## config.mk

```make
export PLATFORM = sky130hd
export DESIGN_NAME = alu_issue_ctrl_flat
export DESIGN_NICKNAME = d
export VERILOG_FILES = /design/src/rtl/alu_pkg.sv /design/src/rtl/alu_issue_ctrl_if.sv /design/src/rtl/alu_issue_decode.sv /design/src/rtl/alu_issue_ctrl.sv /design/src/flat_wrapper.sv
export SDC_FILE = /design/constraint.sdc
export NUM_CORES = 1
export LEC_CHECK = 0
export BUFFER_PORTS_ARGS = -buffer_cell sky130_fd_sc_hd__buf_2
export CORE_ASPECT_RATIO = 1.5
export CORE_MARGIN = 3
export CORE_UTILIZATION = 40
export CTS_BUF_LIST = sky130_fd_sc_hd__clkbuf_16
export DETAILED_ROUTE_END_ITERATION = 8
export PLACE_DENSITY = 0.81
export SLEW_MARGIN = 15
export SYNTH_ARGS = -nofsm -noshare
export SYNTH_HDL_FRONTEND = slang
export SYNTH_SLANG_ARGS = --single-unit
```

## constraint.sdc

```tcl
create_clock -name clk -period 1.85 [get_ports clk]
set_input_delay 0.185 -clock clk [delete_from_list [all_inputs] [get_ports clk]]
set_output_delay 0.185 -clock clk [all_outputs]
set_load 0.01 [all_outputs]
```

## src/rtl/alu_pkg.sv

```systemverilog
// Shared types and constants for the ALU issue controller.
// Datapath width is fixed at 32 bits and the destination index at 5 bits.
// The optional branch support is enabled by the ALU_BRANCH_EN macro.
package alu_pkg;

    localparam int XLEN = 32;
    localparam int RW   = 5;

    // Operation select codes understood by the combinational ALU.
    typedef enum logic [3:0] {
        ALU_AND  = 4'b0000,
        ALU_OR   = 4'b0001,
        ALU_ADD  = 4'b0010,
        ALU_SLL  = 4'b0011,
        ALU_SUB  = 4'b0110,
        ALU_PASS = 4'b1000
    } alu_op_e;

    localparam logic [6:0] OP_R   = 7'b0110011;
    localparam logic [6:0] OP_I   = 7'b0010011;
    localparam logic [6:0] OP_LUI = 7'b0110111;
    localparam logic [6:0] OP_BR  = 7'b1100011;

    localparam logic [2:0] F3_ADD = 3'b000;
    localparam logic [2:0] F3_SLL = 3'b001;
    localparam logic [2:0] F3_OR  = 3'b110;
    localparam logic [2:0] F3_AND = 3'b111;
    localparam logic [2:0] F3_BEQ = 3'b000;
    localparam logic [2:0] F3_BNE = 3'b001;
    localparam logic [2:0] F3_BLT = 3'b100;
    localparam logic [2:0] F3_BGE = 3'b101;

    // Which comparison the captured SUB result is resolved against.
    typedef enum logic [2:0] {
        BR_NONE,
        BR_EQ,
        BR_NE,
        BR_LT,
        BR_GE
    } br_type_e;

    typedef enum logic [1:0] {
        IDLE,
        EXEC,
        HOLD
    } issue_state_e;

endpackage

```

## src/rtl/alu_issue_ctrl_if.sv

```systemverilog
// Request (decode side) and result (writeback side) handshakes of the issue controller.
// Both channels use valid/ready: a transfer happens on a rising clock edge where
// valid and ready are both high; a producer holds its payload stable while valid is
// high and ready is low.
interface alu_issue_ctrl_if;
    import alu_pkg::*;

    logic            req_valid;
    logic            req_ready;
    logic [6:0]      req_opcode;
    logic [2:0]      req_funct3;
    logic            req_funct7_b5;
    logic [XLEN-1:0] req_rs1;
    logic [XLEN-1:0] req_rs2;
    logic [XLEN-1:0] req_imm;
    logic [RW-1:0]   req_rd;

    logic            res_valid;
    logic            res_ready;
    logic [XLEN-1:0] res_data;
    logic [RW-1:0]   res_rd;
    logic            res_we;
    logic            res_taken;
    logic            res_illegal;

    modport master (
        output req_valid, req_opcode, req_funct3, req_funct7_b5,
               req_rs1, req_rs2, req_imm, req_rd, res_ready,
        input  req_ready, res_valid, res_data, res_rd, res_we, res_taken, res_illegal
    );

    modport slave (
        input  req_valid, req_opcode, req_funct3, req_funct7_b5,
               req_rs1, req_rs2, req_imm, req_rd, res_ready,
        output req_ready, res_valid, res_data, res_rd, res_we, res_taken, res_illegal
    );

endinterface

```

## src/rtl/alu_issue_decode.sv

```systemverilog
// Combinational decode of one RV32 integer op into ALU controls and operands.
// Branch opcodes are only recognised when ALU_BRANCH_EN is defined.
module alu_issue_decode
    import alu_pkg::*;
(
    input  logic [6:0]      opcode,
    input  logic [2:0]      funct3,
    input  logic            funct7_b5,
    input  logic [XLEN-1:0] rs1,
    input  logic [XLEN-1:0] rs2,
    input  logic [XLEN-1:0] imm,
    output alu_op_e         op,
    output logic [XLEN-1:0] in1,
    output logic [XLEN-1:0] in2,
    output logic            we,
    output br_type_e        br,
    output logic            illegal
);

    // Second source: register for R-type, immediate for I-type.
    logic [XLEN-1:0] src2;
    assign src2 = (opcode == OP_R) ? rs2 : imm;

    // Anything not matched below stays illegal with AND and zero operands.
    always_comb begin
        op      = ALU_AND;
        in1     = '0;
        in2     = '0;
        we      = 1'b0;
        br      = BR_NONE;
        illegal = 1'b1;
        case (opcode)
            OP_R, OP_I: begin
                case (funct3)
                    F3_ADD: begin
                        op      = (opcode == OP_R && funct7_b5) ? ALU_SUB : ALU_ADD;
                        in1     = rs1;
                        in2     = src2;
                        we      = 1'b1;
                        illegal = 1'b0;
                    end
                    F3_SLL: begin
                        // The ALU shifts by all of in2, so the amount is masked here.
                        op      = ALU_SLL;
                        in1     = rs1;
                        in2     = {{(XLEN-5){1'b0}}, src2[4:0]};
                        we      = 1'b1;
                        illegal = 1'b0;
                    end
                    F3_OR, F3_AND: begin
                        op      = (funct3 == F3_OR) ? ALU_OR : ALU_AND;
                        in1     = rs1;
                        in2     = src2;
                        we      = 1'b1;
                        illegal = 1'b0;
                    end
                    default: ;
                endcase
            end
            OP_LUI: begin
                op      = ALU_PASS;
                in1     = rs1;
                in2     = imm;
                we      = 1'b1;
                illegal = 1'b0;
            end
`ifdef ALU_BRANCH_EN
            OP_BR: begin
                if (funct3 == F3_BEQ || funct3 == F3_BNE ||
                    funct3 == F3_BLT || funct3 == F3_BGE) begin
                    op      = ALU_SUB;
                    in1     = rs1;
                    in2     = rs2;
                    illegal = 1'b0;
                    case (funct3)
                        F3_BEQ:  br = BR_EQ;
                        F3_BNE:  br = BR_NE;
                        F3_BLT:  br = BR_LT;
                        default: br = BR_GE;
                    endcase
                end
            end
`endif
            default: ;
        endcase
    end

endmodule

```

## src/rtl/alu_issue_ctrl.sv

```systemverilog
// Issue-side controller for the 32-bit combinational ALU.
// IDLE accepts an op, EXEC lets the ALU see the latched operands and captures its
// result, HOLD offers the result until writeback takes it (and may accept the next op
// in the same cycle). Define ALU_BRANCH_EN to resolve RV32 branch conditions.
module alu_issue_ctrl
    import alu_pkg::*;
(
    input  logic            clk,
    input  logic            rst_n,
    alu_issue_ctrl_if.slave bus,
    output logic [XLEN-1:0] alu_in1,
    output logic [XLEN-1:0] alu_in2,
    output logic [3:0]      alu_op,
    input  logic [XLEN-1:0] alu_out,
    input  logic            alu_less,
    output issue_state_e    dbg_state
);

    issue_state_e    state;
    alu_op_e         d_op;
    logic [XLEN-1:0] d_in1, d_in2;
    logic            d_we, d_illegal;
    br_type_e        d_br;

    alu_op_e         op_q;
    logic [XLEN-1:0] in1_q, in2_q;
    logic            we_q, ill_q;
    logic [RW-1:0]   rd_q;

    logic            res_valid_q, res_we_q, res_ill_q;
    logic [XLEN-1:0] res_data_q;
    logic [RW-1:0]   res_rd_q;
    logic            accept;

    alu_issue_decode u_decode (
        .opcode    (bus.req_opcode),
        .funct3    (bus.req_funct3),
        .funct7_b5 (bus.req_funct7_b5),
        .rs1       (bus.req_rs1),
        .rs2       (bus.req_rs2),
        .imm       (bus.req_imm),
        .op        (d_op),
        .in1       (d_in1),
        .in2       (d_in2),
        .we        (d_we),
        .br        (d_br),
        .illegal   (d_illegal)
    );

    // Ready in IDLE, or in HOLD in the same cycle the result is consumed.
    assign bus.req_ready = rst_n & ((state == IDLE) | ((state == HOLD) & bus.res_ready));
    assign accept        = bus.req_valid & bus.req_ready;

    // Issue FSM with operand/decode latches and result registers.
    always_ff @(posedge clk or negedge rst_n) begin
        if (!rst_n) begin
            state       <= IDLE;
            op_q        <= ALU_AND;
            in1_q       <= '0;
            in2_q       <= '0;
            we_q        <= 1'b0;
            ill_q       <= 1'b0;
            rd_q        <= '0;
            res_valid_q <= 1'b0;
            res_data_q  <= '0;
            res_rd_q    <= '0;
            res_we_q    <= 1'b0;
            res_ill_q   <= 1'b0;
        end else begin
            if (accept) begin
                op_q  <= d_op;
                in1_q <= d_in1;
                in2_q <= d_in2;
                we_q  <= d_we;
                ill_q <= d_illegal;
                rd_q  <= bus.req_rd;
            end
            case (state)
                IDLE: if (accept) state <= EXEC;
                EXEC: begin
                    res_valid_q <= 1'b1;
                    res_data_q  <= ill_q ? '0 : alu_out;
                    res_rd_q    <= rd_q;
                    res_we_q    <= we_q;
                    res_ill_q   <= ill_q;
                    state       <= HOLD;
                end
                HOLD: if (bus.res_ready) begin
                    res_valid_q <= 1'b0;
                    state       <= accept ? EXEC : IDLE;
                end
                default: state <= IDLE;
            endcase
        end
    end

`ifdef ALU_BRANCH_EN
    br_type_e br_q;
    logic     taken;
    logic     res_taken_q;

    // Branch condition from the captured SUB; zero is derived here, not taken from the ALU.
    always_comb begin
        taken = 1'b0;
        case (br_q)
            BR_EQ:   taken = (alu_out == '0);
            BR_NE:   taken = (alu_out != '0);
            BR_LT:   taken = alu_less;
            BR_GE:   taken = ~alu_less;
            default: taken = 1'b0;
        endcase
    end

    // Branch type latched with the op; outcome captured alongside the result.
    always_ff @(posedge clk or negedge rst_n) begin
        if (!rst_n) begin
            br_q        <= BR_NONE;
            res_taken_q <= 1'b0;
        end else begin
            if (accept) br_q <= d_br;
            if (state == EXEC) res_taken_q <= taken;
        end
    end

    assign bus.res_taken = res_taken_q;
`else
    logic unused_branch;
    assign unused_branch = alu_less | (|d_br);
    assign bus.res_taken = 1'b0;
`endif

    assign alu_in1         = in1_q;
    assign alu_in2         = in2_q;
    assign alu_op          = op_q;
    assign bus.res_valid   = res_valid_q;
    assign bus.res_data    = res_data_q;
    assign bus.res_rd      = res_rd_q;
    assign bus.res_we      = res_we_q;
    assign bus.res_illegal = res_ill_q;
    assign dbg_state       = state;

endmodule

```

## src/flat_wrapper.sv

```systemverilog
// flat-port wrapper written by rule: the top's interface ports become plain ports
module alu_issue_ctrl_flat import alu_pkg::*;
  (clk, rst_n, alu_in1, alu_in2, alu_op, alu_out, alu_less, dbg_state, bus_req_valid, bus_req_opcode, bus_req_funct3, bus_req_funct7_b5, bus_req_rs1, bus_req_rs2, bus_req_imm, bus_req_rd, bus_res_ready, bus_req_ready, bus_res_valid, bus_res_data, bus_res_rd, bus_res_we, bus_res_taken, bus_res_illegal);
  alu_issue_ctrl_if bus_i ();
  input  logic clk;
  input  logic rst_n;
  output logic [XLEN-1:0] alu_in1;
  output logic [XLEN-1:0] alu_in2;
  output logic [3:0] alu_op;
  input  logic [XLEN-1:0] alu_out;
  input  logic alu_less;
  output issue_state_e dbg_state;
  input wire logic [$bits(bus_i.req_valid)-1:0] bus_req_valid;
  input wire logic [$bits(bus_i.req_opcode)-1:0] bus_req_opcode;
  input wire logic [$bits(bus_i.req_funct3)-1:0] bus_req_funct3;
  input wire logic [$bits(bus_i.req_funct7_b5)-1:0] bus_req_funct7_b5;
  input wire logic [$bits(bus_i.req_rs1)-1:0] bus_req_rs1;
  input wire logic [$bits(bus_i.req_rs2)-1:0] bus_req_rs2;
  input wire logic [$bits(bus_i.req_imm)-1:0] bus_req_imm;
  input wire logic [$bits(bus_i.req_rd)-1:0] bus_req_rd;
  input wire logic [$bits(bus_i.res_ready)-1:0] bus_res_ready;
  output wire logic [$bits(bus_i.req_ready)-1:0] bus_req_ready;
  output wire logic [$bits(bus_i.res_valid)-1:0] bus_res_valid;
  output wire logic [$bits(bus_i.res_data)-1:0] bus_res_data;
  output wire logic [$bits(bus_i.res_rd)-1:0] bus_res_rd;
  output wire logic [$bits(bus_i.res_we)-1:0] bus_res_we;
  output wire logic [$bits(bus_i.res_taken)-1:0] bus_res_taken;
  output wire logic [$bits(bus_i.res_illegal)-1:0] bus_res_illegal;
  assign bus_i.req_valid = bus_req_valid;
  assign bus_i.req_opcode = bus_req_opcode;
  assign bus_i.req_funct3 = bus_req_funct3;
  assign bus_i.req_funct7_b5 = bus_req_funct7_b5;
  assign bus_i.req_rs1 = bus_req_rs1;
  assign bus_i.req_rs2 = bus_req_rs2;
  assign bus_i.req_imm = bus_req_imm;
  assign bus_i.req_rd = bus_req_rd;
  assign bus_i.res_ready = bus_res_ready;
  assign bus_req_ready = bus_i.req_ready;
  assign bus_res_valid = bus_i.res_valid;
  assign bus_res_data = bus_i.res_data;
  assign bus_res_rd = bus_i.res_rd;
  assign bus_res_we = bus_i.res_we;
  assign bus_res_taken = bus_i.res_taken;
  assign bus_res_illegal = bus_i.res_illegal;
  alu_issue_ctrl u_core (.clk(clk), .rst_n(rst_n), .bus(bus_i), .alu_in1(alu_in1), .alu_in2(alu_in2), .alu_op(alu_op), .alu_out(alu_out), .alu_less(alu_less), .dbg_state(dbg_state));
endmodule
```

==> impl_metrics.json <==
{
  "status": "finished, violations left",
  "violations": "negative hold slack",
  "clkTransAtPathRegs_ns": 0.06,
  "finalCritPeriodShare_pct": 97.3,
  "cp-end-kind": "register",
  "final_common_cell": "buf_2",
  "yosysWarnings": 0,
  "r2r_start": "u_core.dbg_state[1]$_DFFE_PN0P_",
  "slew_violations": 0,
  "hp-class": "input pin to asynchronous set/reset pin",
  "period_minus_slack_ns": 1.80,
  "cts_buffers": 17,
  "ys_types": 39,
  "cp.arrival_ns": 2.12,
  "grt_overflow": 0,
  "final_core_utilization_pct": 61.4,
  "core_area_mm2": 0.0125,
  "wire_per_inst_um": 15.9,
  "r2r_end": "u_core.alu_in2[24]$_DFFE_PN0P_",
  "synth_area_leaders": "dfrtp_1 57%, nand2_1 6.6%, a22o_1 5.5%, mux2i_1 5.3%, o2bb2ai_1 4.6%",
  "tightest_slew_ns": 0.622,
  "yosysTopAreaCell": "dfrtp_1",
  "postRouteWirelength_um": 14900,
  "firstDrtPassIters": 4,
  "tritoncts": "built",
  "cap_violations": 0,
  "rows": 50,
  "syn_area_per_cell_um2": 11.0,
  "post-route-drc-count": 0,
  "syn_nets": 614,
  "antenna_found_initial": 0,
  "crit_start": "bus_req_funct3[0]",
  "fin_worst_skew_ns": 0.0103,
  "clkSinkCount": 117,
  "path_max_fanout": 27,
  "vias": 4618,
  "drive_gt1_share_pct": 41.3,
  "grt_start_max_net_pins": 119,
  "post_cts_buffers": 0,
  "most-common-layout-cells": "257 x buf_2, 117 x dfrtp_1, 90 x nand2_1, 37 x o21ai_0, 37 x dlygate4sd3_1",
  "viasPerCell": 4.94,
  "portBuffers": 258,
  "root_buffer": "clkbuf_16",
  "setup_viol": 0,
  "io_pins": 261,
  "ys.flop_type": "dfrtp_1",
  "synth_top_area_share_pct": 57.1,
  "clock_latency_ns": 0.41,
  "async_reset_ff_share_pct": 100,
  "slew_headroom_pct": 58.5,
  "ys_ff_latch": 117,
  "start_kind": "input pin",
  "ys_seq_area_share_pct": 57.1,
  "finalHoldViolations": 117,
  "hold_ws_ns": -0.114,
  "worstPathRequired_ns": 2.17,
  "synth-edff-count": 0,
  "clk_path_buf_depth": 2,
  "r2r_cells": 7,
  "die_w_um": 98.5,
  "ant_nets": 0,
  "dpl.hpwl_um": 10500,
  "reg2reg_setup_slack_ns": 0.11,
  "die_area_mm2": 0.0143,
  "netlist_area_mm2": 0.00513,
  "grt_first_pass_wirelength_um": 22900,
  "groute.usage.overall_pct": 20.3,
  "die_y_um": 145,
  "cts_hold_buf": 37,
  "synthCells": 465,
  "place_congestion": 0.753,
  "fin_nets": 914,
  "critical_path_class": "input pin to register",
  "h-tree-depth": 4,
  "grt_pass1_vias": 4593,
  "area_growth_syn_to_layout_pct": 49.8,
  "dr.first_iter.drc_count": 188,
  "p_leak_nw": 4.07,
  "fmax_mhz": 556,
  "start_util_pct": 41.0,
  "vdd_drop_max_mv": 0.572,
  "power_density_mw_per_mm2": 986,
  "final.setup.tns_ns": 0
}
## report_power, final
group | internal, mW | switching [mW]
sequential | 2.84 | 0.153
clock | 1.99 | 1.22
combinational | 0.685 | 0.698
## routing by layer
layer | up-vias | track usage [%] | part of all wire, %
li1 | 2233 | - | -
met1 | 2175 | 23.5 | 39
met2 | 194 | 36.5 | 53
met3 | 16 | 4.99 | 6.3
met4 | 0 | 7.48 | 1.1
met5 | - | 0 | 0
## cells by family after synthesis
family,count (synthesis),synth area share (%)
other,1,0.0731
AO/OA/AOI/OAI,114,16.6
multiplexers,33,6.58
flip-flops,117,57.1
AND/OR/NAND/NOR,165,16.1
buffers and inverters,35,3.61
## worst max path at each step
stage,endpoint
after floorplan,u_core.alu_in2[21]$_DFFE_PN0P_
after global placement,u_core.alu_in2[1]$_DFFE_PN0P_
after detailed placement,u_core.alu_in2[2]$_DFFE_PN0P_
after CTS,u_core.alu_in2[12]$_DFFE_PN0P_
after global routing,u_core.alu_in2[12]$_DFFE_PN0P_
final,u_core.alu_in2[31]$_DFFE_PN0P_
## state kept, by name, summed over array words and instances, names as in the netlist
| signal | flops |
|---|---|
| u_core.bus.res_valid | 1 |
| u_core.dbg_state | 2 |
| u_core.bus.res_data | 32 |
| u_core.bus.res_rd | 5 |
| u_core.ill_q | 1 |
| u_core.alu_in2 | 32 |
| u_core.alu_op | 4 |
| u_core.bus.res_illegal | 1 |
| u_core.alu_in1 | 32 |
| u_core.we_q | 1 |
| u_core.bus.res_we | 1 |
| u_core.rd_q | 5 |
## layout make-up
| class | instances | area (um^2) |
|---|---|---|
| fillers | 1038 | 4830 |
| flip-flops and latches | 117 | 2930 |
| multi-input cells | 313 | 2050 |
| repair buffers | 312 | 1920 |
| clock buffers | 17 | 425 |
| well taps | 156 | 195 |
| clock inverters | 15 | 153 |
| inverters | 4 | 17.5 |
| diodes | 1 | 2.50 |
## cells in the mapped netlist (2+ instances only)
library cell	instances
nand2b_1	19
inv_1	2
a221o_1	5
a21oi_2	2
and2_1	32
o21ai_0	37
dfrtp_1	117
buf_1	2
mux2_2	6
buf_4	4
a22o_1	32
a21o_1	2
or3_1	2
o41ai_1	2
a21oi_1	4
nand2_1	90
buf_6	3
o2bb2ai_1	27
buf_2	11
or2b_1	10
mux2i_1	27
nor3b_1	2
clkbuf_1	11
## per-stage QoR
step	total power, mW	instance area [um^2]	std cells	setup WS (ns)
after floorplan	3.69	5130	465	0.139
after global placement	4.31	6710	865	0.0549
after detailed placement	4.35	6710	865	0.00705
after CTS	7.65	7660	934	0.0695
after global routing	7.95	7680	934	-0.0106
final	7.58	7690	935	0.0500
## critical path: stages
cell,delay (ns)
dlygate4sd3_1,0.53
buf_2,0.14
or3_1,0.38
a21oi_2,0.20
and4_4,0.26
buf_12,0.16
nand2b_1,0.14
o2bb2ai_1,0.12
## timing repair
action / CTS / global route
endpoints found under the hold margin: 152 / 117
gates resized for setup: 1 / 4
setup endpoints to repair: 5 / 24
pin swaps: 0 / 1
(Power assumes the default switching activity.)
